## src/rtl/mem_arbiter.sv

```systemverilog
// Arbitrates the unified single-port memory between fetch (IF) and load/store (MEM); data wins unless a fetch has waited STARVE_LIMIT grants.
// Request-to-done is ack latency + 2 cycles; requesters are held off via stall_o until their done_o pulse.
module mem_arbiter #(
   parameter int ADDR_W       = 32,
   parameter int DATA_W       = 32,
   parameter int STARVE_LIMIT = 4
) (
   input  logic              clk_i,
   input  logic              rst_i,
   input  logic              if_req_i,
   input  logic [ADDR_W-1:0] if_addr_i,
   output logic [DATA_W-1:0] if_rdata_o,
   output logic              if_done_o,
   input  logic              d_req_i,
   input  logic              d_we_i,
   input  logic [ADDR_W-1:0] d_addr_i,
   input  logic [DATA_W-1:0] d_wdata_i,
   output logic [DATA_W-1:0] d_rdata_o,
   output logic              d_done_o,
   output logic              mem_req_o,
   output logic              mem_we_o,
   output logic [ADDR_W-1:0] mem_addr_o,
   output logic [DATA_W-1:0] mem_wdata_o,
   input  logic [DATA_W-1:0] mem_rdata_i,
   input  logic              mem_ack_i,
   output logic              stall_o,
   output logic [31:0]       stall_cnt_o
);

   localparam int SC_W = (STARVE_LIMIT < 1) ? 1 : $clog2(STARVE_LIMIT + 1);
   localparam logic [SC_W-1:0] LIMIT = SC_W'(STARVE_LIMIT);

   typedef enum logic [1:0] {IDLE, BUSY_I, BUSY_D} state_t;

   state_t            state_q, state_d;
   logic [ADDR_W-1:0] addr_q, addr_d;
   logic              we_q, we_d;
   logic [DATA_W-1:0] wdata_q, wdata_d;
   logic [DATA_W-1:0] if_rdata_q, if_rdata_d;
   logic [DATA_W-1:0] d_rdata_q, d_rdata_d;
   logic              if_done_q, if_done_d;
   logic              d_done_q, d_done_d;
   logic [SC_W-1:0]   starve_cnt_q, starve_cnt_d;
   logic [31:0]       stall_cnt_q, stall_cnt_d;
   logic              if_elig, d_elig;

   // A requester whose done pulse is showing this cycle is finishing, not asking again.
   assign if_elig = if_req_i & ~if_done_q;
   assign d_elig  = d_req_i & ~d_done_q;
   assign stall_o = (if_req_i & ~if_done_q) | (d_req_i & ~d_done_q);

   always_comb begin
      state_d      = state_q;
      addr_d       = addr_q;
      we_d         = we_q;
      wdata_d      = wdata_q;
      if_rdata_d   = if_rdata_q;
      d_rdata_d    = d_rdata_q;
      if_done_d    = 1'b0;
      d_done_d     = 1'b0;
      starve_cnt_d = starve_cnt_q;
      case (state_q)
         IDLE: begin
            if (if_elig && (!d_elig || starve_cnt_q == LIMIT)) begin
               state_d      = BUSY_I;
               addr_d       = if_addr_i;
               we_d         = 1'b0;
               starve_cnt_d = '0;
            end else if (d_elig) begin
               state_d = BUSY_D;
               addr_d  = d_addr_i;
               we_d    = d_we_i;
               wdata_d = d_wdata_i;
               if (!if_req_i)
                  starve_cnt_d = '0;
               else if (starve_cnt_q != LIMIT)
                  starve_cnt_d = starve_cnt_q + SC_W'(1);
            end
         end
         BUSY_I: begin
            if (mem_ack_i) begin
               if_rdata_d = mem_rdata_i;
               if_done_d  = 1'b1;
               state_d    = IDLE;
            end
         end
         BUSY_D: begin
            if (mem_ack_i) begin
               if (!we_q)
                  d_rdata_d = mem_rdata_i;
               d_done_d = 1'b1;
               state_d  = IDLE;
            end
         end
         default: state_d = IDLE;
      endcase
   end

   always_comb begin
      stall_cnt_d = stall_cnt_q;
      if (stall_o && stall_cnt_q != '1)
         stall_cnt_d = stall_cnt_q + 32'd1;
   end

   always_ff @(posedge clk_i or posedge rst_i) begin
      if (rst_i) begin
         state_q      <= IDLE;
         addr_q       <= '0;
         we_q         <= 1'b0;
         wdata_q      <= '0;
         if_rdata_q   <= '0;
         d_rdata_q    <= '0;
         if_done_q    <= 1'b0;
         d_done_q     <= 1'b0;
         starve_cnt_q <= '0;
         stall_cnt_q  <= '0;
      end else begin
         state_q      <= state_d;
         addr_q       <= addr_d;
         we_q         <= we_d;
         wdata_q      <= wdata_d;
         if_rdata_q   <= if_rdata_d;
         d_rdata_q    <= d_rdata_d;
         if_done_q    <= if_done_d;
         d_done_q     <= d_done_d;
         starve_cnt_q <= starve_cnt_d;
         stall_cnt_q  <= stall_cnt_d;
      end
   end

   assign mem_req_o   = (state_q != IDLE);
   assign mem_we_o    = (state_q == BUSY_D) & we_q;
   assign mem_addr_o  = addr_q;
   assign mem_wdata_o = wdata_q;
   assign if_rdata_o  = if_rdata_q;
   assign d_rdata_o   = d_rdata_q;
   assign if_done_o   = if_done_q;
   assign d_done_o    = d_done_q;
   assign stall_cnt_o = stall_cnt_q;

endmodule

```

## config.mk

```make
export PLATFORM = sky130hd
export DESIGN_NAME = mem_arbiter
export DESIGN_NICKNAME = d
export VERILOG_FILES = /design/src/rtl/mem_arbiter.sv
export SDC_FILE = /design/constraint.sdc
export NUM_CORES = 1
export LEC_CHECK = 0
export ABC_AREA = 0
export BUFFER_PORTS_ARGS = -buffer_cell sky130_fd_sc_hd__buf_4
export CORE_ASPECT_RATIO = 1.5
export CORE_MARGIN = 3
export CORE_UTILIZATION = 45
export CTS_CLUSTER_DIAMETER = 50
export DETAILED_ROUTE_END_ITERATION = 10
export PLACE_DENSITY_LB_ADDON = 0.12
export SLEW_MARGIN = 5
export SYNTH_ARGS = -nofsm -noshare
export SYNTH_HDL_FRONTEND = slang
export SYNTH_SLANG_ARGS = --single-unit
```

## constraint.sdc

```tcl
create_clock -name clk_i -period 7.9 [get_ports clk_i]
set_clock_uncertainty 0.1 [all_clocks]
set_input_delay 1.185 -clock clk_i [delete_from_list [all_inputs] [get_ports clk_i]]
set_output_delay 1.185 -clock clk_i [all_outputs]
set_load 0.01 [all_outputs]
```

==> flow_metrics.py, run 1 <==
metrics = {
    "status": {
        "status": "finished clean",
    },
    "worst_hold_path": {
        "whs_endpoint": "mem_addr_o[21]$_DFFE_PP0P_",
        "hold_path_startpoint": "mem_addr_o[21]$_DFFE_PP0P_",
        "hp-class": "reg2reg",
        "hold-path-cell-count": 2,
    },
    "clock_network": {
        "clock_latency_ns": 0.41,
        "clock_path_buffers": 2,
        "root_buffer": "clkbuf_16",
        "path_clk_slew_ns": 0.06,
        "post-cts-setup-buffers": 0,
        "cts_hold_buf": 0,
        "cts_resized": 0,
        "cts_tree": "done",
        "cts_inserted_buffers": 17,
        "clock-sinks": 168,
        "htreeDepth": 4,
    },
    "global_routing": {
        "grt_pass1_wl_um": 29840,
        "grt_util_all_layers_pct": 22.04,
        "globalRouteOverflowTotal": 0,
        "antenna_found_initial": 0,
        "grt_max_degree": 93,
        "grt_pass1_vias": 5795,
    },
    "timing": {
        "worst_slew_pin_slew_ns": 1.141,
        "timing.slew.headroom_pct": 23.96,
        "finalHoldViolations": 0,
        "setup_viol": 0,
        "fin_crit_ns": 3.283,
        "drv_slew": 0,
        "setup_tns_ns": 0,
        "fmax_mhz": 304.6,
        "setup_ws_ns": 4.617,
        "fin_crit_sh_pct": 41.56,
        "rsz0062_at_grt": "no",
    },
    "logic_synthesis": {
        "synth_compound_area_share_pct": 4.390,
        "synth_edf_count": 0,
        "synth-main-ff-cell": "dfrtp_1",
        "synthCells": 543,
        "seq_area_frac_synth_pct": 58.77,
        "synth_area_um2": 7153,
        "ys_async_sr_fraction_pct": 100.0,
        "synth_top_family_by_area": "multiplexers",
        "synth-xor-area-share_pct": 3.306,
        "synth.avg_cell_area_um2": 13.17,
        "syn_nets": 683,
        "yosysUniqueCellTypes": 49,
        "synth-adder-area-share_pct": 1.050,
        "synth_seq_cells": 168,
        "synth_warnings": 0,
        "synthMuxAreaShare_pct": 20.05,
        "synth-simple-area-share_pct": 10.20,
    },
    "setup_path": {
        "crit_arrival_ns": 2.00,
        "rr_endpoint": "mem_wdata_o[19]$_DFFE_PP0P_",
        "r2r_cells": 6,
        "start_kind": "input port",
        "path_class": "in2out",
        "r2r_setup_slack_ns": 5.06,
        "required_ns": 6.61,
        "endpoint_kind": "primary output",
        "timing.rr.start": "d_done_o$_DFF_PP0_",
        "critPathMaxFanout": 10,
    },
    "route": {
        "num_vias": 5370,
        "drt-wirelength-per-cell_um": 18.09,
        "drtIter0Drc": 222,
        "via_per_inst": 5.090,
        "totalWireLength_um": 19090,
        "drtAntennaViolNets": 0,
        "drt_first_pass_iters": 5,
        "drc": 0,
    },
    "flow_run": {
        "cap_violations": 0,
    },
    "placed_design": {
        "dp_hpwl_um": 14510,
        "gp_congestion": 0.8252,
        "dpl_cell_area_um2": 9552,
        "pre_cts_ws_ns": 4.259,
        "port_buffers": 298,
    },
    "finish": {
        "fillers": 1205,
        "drive_gt1_share_pct": 52.10,
        "finish.instance_area_um2": 10150,
        "mostFrequentLayoutCells": "302 x buf_4, 168 x dfrtp_1, 96 x mux2_2, 52 x nand2_1",
        "antenna_cells": 0,
        "num-nets-final": 983,
        "syn2layout_area_growth_pct": 41.91,
        "layout_commonest_cell": "buf_4",
    },
    "floorplanning": {
        "fp.coreArea_um2": 15350,
        "ioPinCount": 299,
        "die_h_um": 160.4,
        "start_util_pct": 46.61,
        "die-area_um2": 17480,
        "dieWidth_um": 108.9,
        "row_count": 55,
    },
    "power_and_ir_drop": {
        "vdd_drop_max_uv": 207.4,
        "power.leakage_nw": 4.889,
        "cellPowerDensity_nw_per_um2": 381.2,
    },
}
==> state kept, by name, summed over array words and instances (netlist names) <==
register,count
d_done_o,1
d_rdata_o,32
if_done_o,1
if_rdata_o,32
mem_addr_o,32
mem_wdata_o,32
stall_cnt_o,32
starve_cnt_q,3
state_q,2
we_q,1
==> cells in the mapped netlist, types with 2 or more instances <==
cell type    n  area share, %
a21oi_1      6           0.42
a31oi_1      2           0.17
and2_1       3           0.26
and2b_1      2           0.21
and3_1       7           0.61
and4_1       5           0.61
buf_1        3           0.16
buf_2        8           0.56
buf_6        4           0.63
clkbuf_1     5           0.26
dfrtp_1    168             59
ha_1         6            1.0
inv_1        9           0.47
mux2_1       2           0.31
mux2_2      96             15
mux2i_1     33            4.6
nand2_1     52            2.7
nand2b_1     2           0.17
nand3_1     20            1.4
nand3_2      2           0.28
nand3b_1     2           0.21
nand4_1      9           0.79
nand4_2      2           0.35
nand4b_1     2           0.24
nor2_1       7           0.37
nor2_4       2           0.31
nor3_1       4           0.28
nor4_1       2           0.17
o21ai_0     33            2.3
xnor2_1     25            3.1
xor2_1       2           0.24
==> how the worst max path moves through the flow <==
stage	from	to	slack, ns
after floorplan	rst_i	d_done_o$_DFF_PP0_	2.07
after global placement	d_req_i	mem_wdata_o[21]$_DFFE_PP0P_	4.34
after detailed placement	d_req_i	mem_wdata_o[15]$_DFFE_PP0P_	4.26
after CTS	d_req_i	stall_o	4.62
after global routing	d_req_i	mem_wdata_o[19]$_DFFE_PP0P_	4.53
final	d_req_i	stall_o	4.62
==> kinds of logic (layout without fill, tap and decap cells) <==
group,after synthesis,count (layout)
and+or+nand+nor,130,130
adders and majority gates,6,6
buffers and inverters,31,344
DFF,168,168
AOI/OAI and AO/OA,50,50
muxes,131,131
xor gates and xnor gates,27,27
==> power by group <==
part	total (mW)	switching, mW	internal, mW
clock network	0.839	0.354	0.485
logic	1.58	0.732	0.850
registers	1.45	0.215	1.23
==> per-layer routing <==
layer	part of all wire (%)	wire length, um	vias up	track usage, %
met4	2.7	510	0	8.788
met3	8.4	1600	31	7.600
li1	-	-	2504	-
met5	0	0	-	0
met2	53	10150	190	37.98
met1	36	6827	2645	24.56
==> critical path, stage by stage <==
cell,delay (ns)
buf_4,0.11
and2b_1,0.23
nor2_4,0.18
inv_2,0.12
buf_4,0.17
==> cell type report <==
class	count	area, um^2	share of cell area (%)
sequential	168	4204	41.41
timing repair buffer	302	2267	22.33
multi-input combinational	344	2789	27.47
clock inverter	13	156.4	1.541
inverter	10	42.54	0.4191
tap	199	249.0	2.453
clock buffer	19	442.9	4.363
==> metrics by stage <==
| stage | total power [mW] | std cells | util (%) | hold WS [ns] |
|---|---|---|---|---|
| floorplan | 2.256 | 543 | - | 0.3788 |
| global placement | 3.009 | 1023 | 62.24 | 0.3707 |
| detailed placement | 3.073 | 1023 | 62.24 | 0.3722 |
| CTS | 3.923 | 1055 | 66.15 | 0.3867 |
| global route | 4.108 | 1055 | 66.15 | 0.4129 |
| finish | 3.869 | 1055 | 66.15 | 0.3826 |
Power figures use the tool's default switching activity.
==> run 2: changes to the inputs <==
--- a/config.mk
+++ b/config.mk
@@ -5,11 +5,11 @@
 export SDC_FILE = /design/constraint.sdc
 export NUM_CORES = 1
 export LEC_CHECK = 0
-export ABC_AREA = 0
+export ABC_AREA = 1
 export BUFFER_PORTS_ARGS = -buffer_cell sky130_fd_sc_hd__buf_4
 export CORE_ASPECT_RATIO = 1.5
 export CORE_MARGIN = 3
-export CORE_UTILIZATION = 45
+export CORE_UTILIZATION = 44
 export CTS_CLUSTER_DIAMETER = 50
 export DETAILED_ROUTE_END_ITERATION = 10
 export PLACE_DENSITY_LB_ADDON = 0.12
==> constraint.sdc (replaced) <==
create_clock -name clk_i -period 2.8 [get_ports clk_i]
set_clock_uncertainty 0.1 [all_clocks]
set_input_delay 0.42 -clock clk_i [delete_from_list [all_inputs] [get_ports clk_i]]
set_output_delay 0.42 -clock clk_i [all_outputs]
set_load 0.01 [all_outputs]
==> flow_metrics.py, run 2 <==
metrics = {
    "status": {
        "status": "finished clean",
    },
    "timing": {
        "setup_tns_ns": 0,
        "drv_slew": 0,
        "rsz0062_at_grt": "no",
        "setup_viol": 0,
        "fin_crit_ns": 2.117,
        "finalHoldViolations": 0,
        "fmax_mhz": 472.3,
        "worst_slew_pin_slew_ns": 0.5439,
        "fin_crit_sh_pct": 75.61,
        "setup_ws_ns": 0.6828,
        "timing.slew.headroom_pct": 63.74,
        "whs_ns": 0.1313,
    },
    "worst_hold_path": {
        "hold_path_startpoint": "d_wdata_i[9]",
        "hp-class": "in2reg",
        "whs_endpoint": "mem_wdata_o[9]$_DFFE_PP0P_",
        "hold-path-cell-count": 3,
    },
    "clock_network": {
        "clock-sinks": 168,
        "path_clk_slew_ns": 0.07,
        "htreeDepth": 4,
        "cts_tree": "done",
        "cts_resized": 0,
        "root_buffer": "clkbuf_16",
        "clock_path_buffers": 2,
        "cts_inserted_buffers": 17,
        "clock_latency_ns": 0.42,
    },
    "logic_synthesis": {
        "syn_nets": 1073,
        "ys_async_sr_fraction_pct": 100.0,
        "synthCells": 933,
        "synth_area_um2": 7564,
        "synth_commonest_cells": "304 x nand2_1, 168 x dfrtp_1, 102 x inv_1, 102 x o21ai_0, 85 x nor2_1",
        "synth_warnings": 0,
        "synth_top_area_share_pct": 55.58,
        "synth_edf_count": 0,
        "seq_area_frac_synth_pct": 55.58,
        "yosysUniqueCellTypes": 26,
        "synth_seq_cells": 168,
        "synth.avg_cell_area_um2": 8.107,
        "yosys.area.top_type": "dfrtp_1",
        "synth_most_common_cell": "nand2_1",
        "synth_area_leaders": "dfrtp_1 56%, nand2_1 15%, o21ai_0 6.7%",
        "synth-main-ff-cell": "dfrtp_1",
    },
    "route": {
        "num_vias": 6977,
        "totalWireLength_um": 21630,
        "drtAntennaViolNets": 0,
        "drt-wirelength-per-cell_um": 14.90,
        "via_per_inst": 4.808,
        "drt_first_pass_iters": 5,
        "drtIter0Drc": 416,
        "drc": 0,
    },
    "finish": {
        "utilization_pct": 63.01,
        "mostFrequentLayoutCells": "309 x buf_4, 302 x nand2_1, 168 x dfrtp_1, 102 x o21ai_0, 101 x inv_1",
        "num-nets-final": 1368,
        "fillers": 1520,
        "finish.instance_area_um2": 10610,
        "regArea_um2": 4204,
        "syn2layout_area_growth_pct": 40.26,
        "drive_gt1_share_pct": 29.17,
        "layout_commonest_cell": "buf_4",
        "antenna_cells": 0,
        "multi_input_area_um2": 2801,
    },
    "global_routing": {
        "grt_util_all_layers_pct": 23.19,
        "grt_max_degree": 65,
        "globalRouteOverflowTotal": 0,
        "grt_pass1_wl_um": 35190,
        "antenna_found_initial": 0,
        "grt_pass1_vias": 7040,
    },
    "setup_path": {
        "endpoint_kind": "register",
        "slowest_delay_ns": 0.47,
        "crit_arrival_ns": 2.33,
        "timing.rr.start": "stall_cnt_o[0]$_DFFE_PP0P_",
        "path_class": "reg2reg",
        "start_kind": "register",
        "critPathSlowestCell": "dfrtp_1",
        "critPathMaxFanout": 24,
        "required_ns": 3.02,
        "critPathBufInv": 2,
        "crit_chain": "ha_1, inv_2, nor2_4, nand2_2, nor2_4, nand2_4, nand2_8, inv_4, nand2_1, nand2_1",
        "r2r_cells": 10,
        "crit_family": "simple AND/OR/NAND/NOR gates",
        "rr_endpoint": "stall_cnt_o[22]$_DFFE_PP0P_",
        "r2r_setup_slack_ns": 0.68,
    },
    "floorplanning": {
        "ioPinCount": 299,
        "die_h_um": 166.6,
        "fp.coreArea_um2": 16840,
        "start_util_pct": 44.92,
        "dieWidth_um": 113.1,
        "die-area_um2": 18830,
        "row_count": 58,
    },
    "power_and_ir_drop": {
        "cellPowerDensity_nw_per_um2": 978.0,
        "power.leakage_nw": 5.495,
        "vdd_drop_max_uv": 676.5,
    },
    "placed_design": {
        "gp_congestion": 0.8581,
        "port_buffers": 298,
        "pre_cts_ws_ns": 0.6799,
        "dp_hpwl_um": 16020,
        "dpl_cell_area_um2": 10030,
    },
    "flow_run": {
        "cap_violations": 0,
    },
}
-- run 2: timing repair --
item / 4_1_cts / 5_1_grt
setup buffers: 0 / 0
setup endpoints to repair: 0 / 0
hold buffers: 1 / 0
hold endpoints to repair: 18 / 0
-- run 2: stage by stage --
step,std cells,power [mW]
6_report,1451,10.38
5_1_grt,1451,11.15
4_1_cts,1451,10.51
3_5_place_dp,1418,8.198
3_3_place_gp,1418,8.090
2_1_floorplan,933,5.965
-- run 2: layout make-up --
cell class                 count  area share, %
clock buffer                  18          4.140
clock inverter                14          1.238
inverter                     105          3.774
multi-input combinational    624          26.41
sequential                   168          39.63
tap                          210          2.477
timing repair buffer         312          22.34
-- run 2: cell families after synthesis --
logic type,after synthesis,share of synthesized area (%)
adder cells (fa/ha/maj),6,0.9925
XOR/XNOR,10,1.158
AO/OA/AOI/OAI,172,11.40
AND/OR/NAND/NOR,436,23.42
flip-flops,168,55.58
buffers and inverters,141,7.444
-- run 2: per-layer routing --
metal  vias up  part of all wire (%)  global-route usage (%)
li1       3502                     -                       -
met1      3206                    38                   26.52
met2       229                    51                   39.63
met3        40                   7.9                   7.743
met4         0                   3.0                   9.362
met5         -                     0                       0
-- run 2: worst max-delay path by stage --
stage / endpoint / cells after the start / startpoint
finish: stall_cnt_o[22]$_DFFE_PP0P_ / 10 / stall_cnt_o[0]$_DFFE_PP0P_
detailed placement: stall_cnt_o[22]$_DFFE_PP0P_ / 10 / stall_cnt_o[0]$_DFFE_PP0P_
CTS: stall_cnt_o[22]$_DFFE_PP0P_ / 10 / stall_cnt_o[0]$_DFFE_PP0P_
floorplan: d_done_o$_DFF_PP0_ / 1 / rst_i
global placement: stall_cnt_o[20]$_DFFE_PP0P_ / 10 / stall_cnt_o[0]$_DFFE_PP0P_
global route: mem_wdata_o[13]$_DFFE_PP0P_ / 8 / starve_cnt_q[0]$_DFFE_PP0P_
-- run 2: report_power, final --
group / switching [mW] / leakage [nW] / internal [mW] / total (mW)
logic: 2.16 / 3.11 / 1.92 / 4.08
registers: 0.611 / 2.10 / 3.42 / 4.03
clock network: 1.07 / 0.284 / 1.20 / 2.27
-- run 2: worst min-delay path, stage by stage --
cell	delay, ns
buf_4	0.10
inv_1	0.04
o21ai_1	0.06
==> run 3: changes to the inputs <==
--- a/config.mk
+++ b/config.mk
@@ -9,7 +9,7 @@
 export BUFFER_PORTS_ARGS = -buffer_cell sky130_fd_sc_hd__buf_4
 export CORE_ASPECT_RATIO = 1.5
 export CORE_MARGIN = 3
-export CORE_UTILIZATION = 44
+export CORE_UTILIZATION = 45
 export CTS_CLUSTER_DIAMETER = 50
 export DETAILED_ROUTE_END_ITERATION = 10
 export PLACE_DENSITY_LB_ADDON = 0.12
==> constraint.sdc (replaced) <==
create_clock -name clk_i -period 2.1 [get_ports clk_i]
set_clock_uncertainty 0.1 [all_clocks]
set_input_delay 0.315 -clock clk_i [delete_from_list [all_inputs] [get_ports clk_i]]
set_output_delay 0.315 -clock clk_i [all_outputs]
set_load 0.01 [all_outputs]
==> flow_metrics.py, run 3 (synthesized netlist as in run 2, its figures left out) <==
metrics = {
    "global_routing": {
        "grtUsageMet3_pct": 6.782,
        "globalRouteOverflowTotal": 0,
        "use_met1_pct": 26.25,
        "grt_util_all_layers_pct": 22.86,
        "antenna_found_initial": 0,
        "grt_pass1_vias": 6799,
        "met2_usage_pct": 40.01,
        "grt_pass1_wl_um": 33780,
        "grt_max_degree": 105,
        "top_usage_layer": "met2",
    },
    "clock_network": {
        "clock-sinks": 168,
        "clock_path_buffers": 2,
        "root_buffer": "clkbuf_16",
        "path_clk_slew_ns": 0.07,
        "cts_tree": "done",
        "cts_resized": 0,
        "htreeDepth": 4,
        "cts_inserted_buffers": 17,
        "clock_latency_ns": 0.42,
    },
    "placed_design": {
        "port_buffers": 298,
        "gp_congestion": 0.8871,
        "pre_cts_ws_ns": 0.2717,
        "dp_hpwl_um": 15840,
    },
    "worst_hold_path": {
        "hold-path-cell-count": 3,
        "hold_path_startpoint": "d_wdata_i[11]",
        "hp-class": "in2reg",
    },
    "setup_path": {
        "critPathMaxFanout": 24,
        "required_ns": 2.31,
        "cp-startpoint": "stall_cnt_o[1]$_DFFE_PP0P_",
        "crit_chain": "ha_1, inv_2, nor2_4, nand2_2, nor2_4, nand2_4, nand2_8, inv_4, nand2_1, nand2_1",
        "critPathSlowestCell": "dfrtp_1",
        "crit_arrival_ns": 2.05,
        "endpoint_kind": "register",
        "r2r_setup_slack_ns": 0.26,
        "r2r_cells": 10,
        "path_class": "reg2reg",
        "start_kind": "register",
        "timing.rr.start": "stall_cnt_o[1]$_DFFE_PP0P_",
        "slowest_delay_ns": 0.40,
    },
    "floorplanning": {
        "die-area_um2": 18430,
        "row_count": 57,
        "start_util_pct": 46.31,
        "die_h_um": 164.8,
        "dieWidth_um": 111.9,
        "fp.coreArea_um2": 16330,
        "ioPinCount": 299,
    },
    "timing": {
        "setup_tns_ns": 0,
        "timing.slew.headroom_pct": 63.31,
        "fin_crit_ns": 1.839,
        "finalHoldViolations": 0,
        "setup_ws_ns": 0.2607,
        "fin_crit_sh_pct": 87.58,
        "drv_slew": 0,
        "worst_slew_pin_slew_ns": 0.5504,
        "rsz0062_at_grt": "no",
        "fmax_mhz": 543.7,
        "whs_ns": 0.03060,
        "setup_viol": 0,
    },
    "power_and_ir_drop": {
        "power.leakage_nw": 5.528,
        "vdd_drop_max_uv": 806.9,
        "cellPowerDensity_nw_per_um2": 1308,
        "finalPower_mw": 13.99,
    },
    "route": {
        "totalWireLength_um": 21450,
        "num_vias": 6993,
        "drtAntennaViolNets": 0,
        "via_per_inst": 4.826,
        "drtIter0Drc": 397,
        "drc": 0,
        "drt_first_pass_iters": 7,
        "drt-wirelength-per-cell_um": 14.80,
    },
    "status": {
        "status": "finished clean",
    },
    "finish": {
        "antenna_cells": 0,
        "num-nets-final": 1370,
        "syn2layout_area_growth_pct": 41.41,
        "drive_gt1_share_pct": 29.20,
        "layout_commonest_cell": "buf_4",
        "mostFrequentLayoutCells": "306 x buf_4, 302 x nand2_1, 168 x dfrtp_1, 102 x o21ai_0, 101 x inv_1",
        "utilization_pct": 65.49,
    },
    "flow_run": {
        "cap_violations": 0,
    },
}
-- run 3: cell types whose count changed in the layout (fill, tap and decap cells not counted) --
cell	before	now
buf_12	2	7
buf_4	309	306
clkbuf_1	0	1
clkbuf_8	1	0
clkinv_2	1	0
clkinv_4	3	1
clkinv_8	1	3
clkinvlp_4	1	3
inv_6	7	3
inv_8	2	5
-- run 3: final timing paths --
check	to
max	stall_cnt_o[29]$_DFFE_PP0P_
min reg2reg	d_rdata_o[12]$_DFFE_PP0P_
max reg2reg	stall_cnt_o[29]$_DFFE_PP0P_
min	mem_wdata_o[11]$_DFFE_PP0P_
max in group asynchronous	mem_wdata_o[29]$_DFFE_PP0P_
min in group asynchronous	stall_cnt_o[2]$_DFFE_PP0P_
-- run 3: per-layer routing --
layer,routed length (um),vias to the layer above
li1,-,3507
met3,1708,36
met1,8131,3213
met2,11050,237
met4,557,0
met5,0,-
-- run 3: area by class of cell --
| type | count | area (um^2) |
|---|---|---|
| Fill cell | 1438 | 5637 |
| Sequential cell | 168 | 4204 |
| Multi-Input combinational cell | 624 | 2801 |
| Timing Repair Buffer | 314 | 2447 |
| Clock buffer | 18 | 429.2 |
| Inverter | 105 | 400.4 |
| Tap cell | 206 | 257.7 |
| Clock inverter | 14 | 155.1 |
-- run 3: timing repair --
item	in CTS	in global routing
hold buffers	1	0
buffers inserted	0	0
endpoints found under the hold margin	64	0
-- run 3: where the power goes --
part / total, mW / internal, mW / switching [mW]
Clock: 3.07 / 1.60 / 1.47
Sequential: 5.33 / 4.55 / 0.773
Combinational: 5.60 / 2.64 / 2.95
Total: 14.0 / 8.80 / 5.19
-- run 3: worst max-delay path: cells and delay by family (launching register included) --
family | cells | cell delay (ns)
flip-flops | 1 | 0.40
adder cells (fa/ha/maj) | 1 | 0.29
buffers and inverters | 2 | 0.19
AND/OR/NAND/NOR | 7 | 0.74
-- run 3: per-stage QoR --
stage	area, um^2	std cells
floorplan	7567	933
global placement	10100	1416
detailed placement	10100	1416
CTS	10700	1449
global route	10700	1449
finish	10700	1449
